<file path="src/rtl/key_irq_ctrl.sv">
// Key/switch input controller: synchronised, optionally debounced key levels with sticky
// write-1-to-clear change flags and a maskable level IRQ. Define KEY_DEBOUNCE_EN for debounce.
module key_irq_ctrl #(
  parameter int WIDTH      = 8,
  parameter int DEB_CYCLES = 16
) (
  input  logic             Clk,
  input  logic             Reset,
  input  logic [WIDTH-1:0] Keys,
  input  logic [1:0]       Addr,
  input  logic             We,
  input  logic [31:0]      Wd,
  output logic [31:0]      Rd,
  output logic             IRQ
);

  localparam logic [1:0] A_DATA = 2'd0;
  localparam logic [1:0] A_PEND = 2'd1;
  localparam logic [1:0] A_MASK = 2'd2;

  logic [WIDTH-1:0] r_sync1;
  logic [WIDTH-1:0] r_sync2;
  logic [WIDTH-1:0] r_data;
  logic [WIDTH-1:0] r_pend;
  logic [WIDTH-1:0] r_mask;
  logic             r_irq;

  logic [WIDTH-1:0] w_data_next;
  logic [WIDTH-1:0] w_chg;
  logic [WIDTH-1:0] w_pend_clr;
  logic [WIDTH-1:0] w_pend_next;
  logic [WIDTH-1:0] w_mask_next;
  logic             w_unused_wd;

  // Upper write-data bits are meaningless when WIDTH < 32.
  assign w_unused_wd = ^Wd;

  always_ff @(posedge Clk or negedge Reset) begin
    if (!Reset) begin
      r_sync1 <= '0;
      r_sync2 <= '0;
    end else begin
      r_sync1 <= Keys;
      r_sync2 <= r_sync1;
    end
  end

`ifdef KEY_DEBOUNCE_EN
  localparam int               CNT_W   = $clog2(DEB_CYCLES);
  localparam logic [CNT_W-1:0] CNT_MAX = CNT_W'(DEB_CYCLES - 1);

  logic [WIDTH-1:0][CNT_W-1:0] r_cnt;
  logic [WIDTH-1:0][CNT_W-1:0] w_cnt_next;

  // A bit is accepted only after differing from DATA for DEB_CYCLES consecutive cycles.
  always_comb begin
    w_data_next = r_data;
    w_chg       = '0;
    w_cnt_next  = r_cnt;
    for (int i = 0; i < WIDTH; i++) begin
      if (r_sync2[i] == r_data[i]) begin
        w_cnt_next[i] = '0;
      end else if (r_cnt[i] == CNT_MAX) begin
        w_cnt_next[i]  = '0;
        w_data_next[i] = r_sync2[i];
        w_chg[i]       = 1'b1;
      end else begin
        w_cnt_next[i] = r_cnt[i] + 1'b1;
      end
    end
  end

  always_ff @(posedge Clk or negedge Reset) begin
    if (!Reset) begin
      r_cnt <= '0;
    end else begin
      r_cnt <= w_cnt_next;
    end
  end
`else
  assign w_data_next = r_sync2;
  assign w_chg       = r_sync2 ^ r_data;
`endif

  // Set from a change event wins over a same-cycle W1C clear.
  assign w_pend_clr  = (We && (Addr == A_PEND)) ? Wd[WIDTH-1:0] : '0;
  assign w_pend_next = w_chg | (r_pend & ~w_pend_clr);
  assign w_mask_next = (We && (Addr == A_MASK)) ? Wd[WIDTH-1:0] : r_mask;

  always_ff @(posedge Clk or negedge Reset) begin
    if (!Reset) begin
      r_data <= '0;
      r_pend <= '0;
      r_mask <= '0;
      r_irq  <= 1'b0;
    end else begin
      r_data <= w_data_next;
      r_pend <= w_pend_next;
      r_mask <= w_mask_next;
      r_irq  <= |(w_pend_next & w_mask_next);
    end
  end

  always_comb begin
    Rd = 32'b0;
    case (Addr)
      A_DATA:  Rd = 32'(r_data);
      A_PEND:  Rd = 32'(r_pend);
      A_MASK:  Rd = 32'(r_mask);
      default: Rd = 32'b0;
    endcase
  end

  assign IRQ = r_irq;

endmodule

</file>
<file path="config.mk">
export PLATFORM = sky130hd
export DESIGN_NAME = key_irq_ctrl
export DESIGN_NICKNAME = d
export VERILOG_FILES = /design/src/rtl/key_irq_ctrl.sv
export SDC_FILE = /design/constraint.sdc
export NUM_CORES = 1
export LEC_CHECK = 0
export CAP_MARGIN = 25
export CELL_PAD_IN_SITES_DETAIL_PLACEMENT = 2
export CELL_PAD_IN_SITES_GLOBAL_PLACEMENT = 2
export CORE_MARGIN = 2
export CORE_UTILIZATION = 25
export DETAILED_ROUTE_END_ITERATION = 16
export HOLD_SLACK_MARGIN = 0.06
export PLACE_DENSITY = 0.89
export SLEW_MARGIN = 25
export SYNTH_ARGS = -nofsm -noshare
export SYNTH_HDL_FRONTEND = slang
export SYNTH_SLANG_ARGS = --single-unit
</file>
<file path="constraint.sdc">
create_clock -name Clk -period 2.1 [get_ports Clk]
set_input_delay 0.42 -clock Clk [delete_from_list [all_inputs] [get_ports Clk]]
set_output_delay 0.42 -clock Clk [all_outputs]
set_load 0.005 [all_outputs]
</file>
==> metrics.log <==
INFO  metric first_iter_violations = 36
INFO  metric placementRows = 30
INFO  metric globalplace.congestion = 0.720
INFO  metric clk-insertion-delay-late = 0.29 ns
INFO  metric critPathKind = in -> out
INFO  metric cts.clk_slew.worst_paths = 0.08 ns
INFO  metric max_slew.worst_pin.slew = 0.531 ns
INFO  metric synthDominantCellAreaShare = 57.8%
INFO  metric peakVddDrop = 0.271 mV
INFO  metric endpoint_kind = output pin
INFO  metric drc = 0
INFO  metric fin_worst_skew = 0.00436 ns
INFO  metric sum_of_met3_wire_segment_lengths_after_detailed_routing = 299 um
INFO  metric design.portCount = 78
INFO  metric htree_num_levels = 2
INFO  metric portbufs = 29
INFO  metric number_of_fill_cells_in_the_layout = 770
INFO  metric status = finished, final reports clean
INFO  metric wl_met1 = 1680 um
INFO  metric syn-cell-area = 1770 um2
INFO  metric yosysSeqAreaShare = 57.8%
INFO  metric dp.final_hpwl = 2810 um
INFO  metric synth.avg_cell_area = 12.5 um2
INFO  metric max_clock_freq = 493 MHz
INFO  metric die_x = 88.2 um
INFO  metric antenna_violating_nets_post_route = 0
INFO  metric grt_pass1_vias = 1231
INFO  metric report.final.hold_viol_count = 0
INFO  metric relSlewSlack = 64.6%
INFO  metric route.top_layer_used = met4
INFO  metric globalRouteTotalUtil = 11.0%
INFO  metric synth_area_leader = sky130_fd_sc_hd__dfrtp_1
INFO  metric routed_wire_length_per_instance = 14.3 um
INFO  metric root_buffer = sky130_fd_sc_hd__clkbuf_8
INFO  metric floorplan.initialDensity = 26.0%
INFO  metric synthCells = 142
INFO  metric maxCapViolations = 0
INFO  metric antenna_found_initial = 0
INFO  metric detail_route.first_pass.iterations = 4
INFO  metric critical_path.startpoint_type = primary input
INFO  metric insertedDiodeCount = 0
INFO  metric grt_first_pass_wirelength = 6290 um
INFO  metric p_per_area = 773 nW/um2
INFO  metric vias = 1118
INFO  metric post_layout_instance_area = 2240 um2
INFO  metric clock_sinks = 41
INFO  metric report.final.setup_viol = 0
INFO  metric placedInstanceArea = 2100 um2
INFO  metric fp.dieH = 88.2 um
INFO  metric p_leak = 0.00107 uW
INFO  metric fin_crit_sh = 96.6%
INFO  metric cts_made_buffers = 5
INFO  metric fin_nets = 228
INFO  metric detailroute.wirelength.met2 = 1950 um
INFO  metric global_route_overflow = 0
INFO  metric max-clock-path-buffers = 2
INFO  metric layout-drive-gt1-share = 16.4%
INFO  metric finalWorstPathRequiredPeriod = 2.03 ns
INFO  metric totalWireLength = 4000 um
INFO  metric cts_tree = yes
INFO  metric worstRegToRegCells = 4
INFO  metric mean_number_of_vias_per_cell = 4.01
INFO  metric ys_seq_elements = 41
INFO  metric synth_cell_type_count = 20
INFO  metric pin_count_of_the_biggest_net_entering_global_routing = 42
INFO  metric core = 6830 um2
INFO  metric critPathRequiredTime = 1.68 ns
INFO  metric finalMaxSlewViolations = 0
INFO  metric worst_hold_path_type = in -> async
INFO  metric design.die.area = 7790 um2
INFO  metric worst-endpoint-arrival = 1.61 ns
INFO  metric layout.core_utilization = 32.8%
INFO  metric crit_path_max_fo = 5
INFO  metric area_growth_syn_to_layout = 26.4%
INFO  metric synth.area.top_cells = sky130_fd_sc_hd__dfrtp_1, sky130_fd_sc_hd__buf_4, sky130_fd_sc_hd__mux2i_1
INFO  metric synth_warnings = 0
area by class of cell:
type	instances	area (um2)	area share, %
inverter	8	30.0	1.34
timing repair buffer	39	359	16.0
sequential	41	1030	45.7
clock buffer	5	68.8	3.07
multi-input combinational	88	604	26.9
tap	96	120	5.35
clock inverter	2	35.0	1.56
registers in the layout, indices dropped and copies added (netlist names):
signal   flops
r_sync1      8
r_mask       8
r_sync2      8
r_data       8
r_pend       8
IRQ          1
synth_stat cells:
cell type and n:
sky130_fd_sc_hd__mux2_2 6, sky130_fd_sc_hd__clkbuf_1 1, sky130_fd_sc_hd__mux2_4 2, sky130_fd_sc_hd__inv_1 8, sky130_fd_sc_hd__buf_2 2, sky130_fd_sc_hd__conb_1 1, sky130_fd_sc_hd__and3b_2 1, sky130_fd_sc_hd__nand2_1 8
sky130_fd_sc_hd__xnor2_1 8, sky130_fd_sc_hd__buf_6 1, sky130_fd_sc_hd__or4_1 1, sky130_fd_sc_hd__and2b_2 1, sky130_fd_sc_hd__o211ai_1 8, sky130_fd_sc_hd__buf_4 24, sky130_fd_sc_hd__a22o_1 4, sky130_fd_sc_hd__mux2i_1 8
sky130_fd_sc_hd__nand3b_4 1, sky130_fd_sc_hd__dfrtp_1 41, sky130_fd_sc_hd__nand2b_1 8, sky130_fd_sc_hd__o21ai_0 8
worst max-delay path: stages:
cell                            delay [ns]
sky130_fd_sc_hd__dlygate4sd2_1        0.28
sky130_fd_sc_hd__and2b_4              0.29
sky130_fd_sc_hd__buf_4                0.12
sky130_fd_sc_hd__buf_4                0.10
sky130_fd_sc_hd__nand2_1              0.04
sky130_fd_sc_hd__o21ai_1              0.09
sky130_fd_sc_hd__dlygate4sd2_1        0.25
per-layer routing:
layer	GRT usage (%)	up-vias
li1	-	503
met1	12.6	564
met2	18.6	46
met3	3.54	5
met4	4.96	0
met5	0	-
report_power, final:
part / internal, uW / switching (uW)
Combinational: 134 / 106
Sequential: 847 / 33.0
Clock: 346 / 269
per-stage QoR:
step           setup WS, ns   TNS [ns]  hold WS, ns  instances  power (uW)
2_1_floorplan         0.183          0        0.124        165        1040
3_3_place_gp         -0.336      -2.67        0.332        267        1120
3_5_place_dp         -0.380      -3.07        0.336        267        1140
4_1_cts             0.00222          0        0.199        278        1760
5_1_grt           -0.000537  -0.000537        0.215        279        1830
6_report             0.0714          0        0.190        279        1730
path summary, 6_finish.rpt:
| path | to | slack (ns) | from |
|---|---|---|---|
| worst max register to register | IRQ$_DFF_PN0_ | 0.52 | r_sync2[6]$_DFF_PN0_ |
| worst min register to register | r_sync2[7]$_DFF_PN0_ | 0.35 | r_sync1[7]$_DFF_PN0_ |
| min in group Clk | r_sync2[7]$_DFF_PN0_ | 0.35 | r_sync1[7]$_DFF_PN0_ |
| max in group asynchronous | r_pend[3]$_DFF_PN0_ | 1.54 | Reset |
| worst max-delay path | Rd[5] | 0.07 | Addr[0] |
| worst min-delay path | r_data[6]$_DFF_PN0_ | 0.19 | Reset |
cell families after synthesis:
family	Yosys count	synth area share, %
AND/OR/NAND/NOR	20	7.12
buffers and inverters	36	13.3
AO/OA/AOI/OAI	20	7.62
other	1	0.211
XOR/XNOR	8	3.95
multiplexers	16	10.0
flip-flops	41	57.8
cells in the final DEF (no fill, tap or decap), drive strengths merged, types with 5 or more instances in the layout:
master         instances
buf                   11
clkbuf                 5
clkdlybuf4s50         18
conb                  24
dfrtp                 41
dlygate4sd2            8
inv                    8
mux2                   8
mux2i                  8
nand2                  8
nand2b                 8
o211ai                 8
o21ai                  8
xnor2                  8
timing repair:
action                                  CTS  global route
setup buffers                             4             1
cloned                                    0             0
endpoints found under the setup margin    9             3
resized for setup                        17             2
hold buffers                              0             0
(Power assumes the default switching activity.)
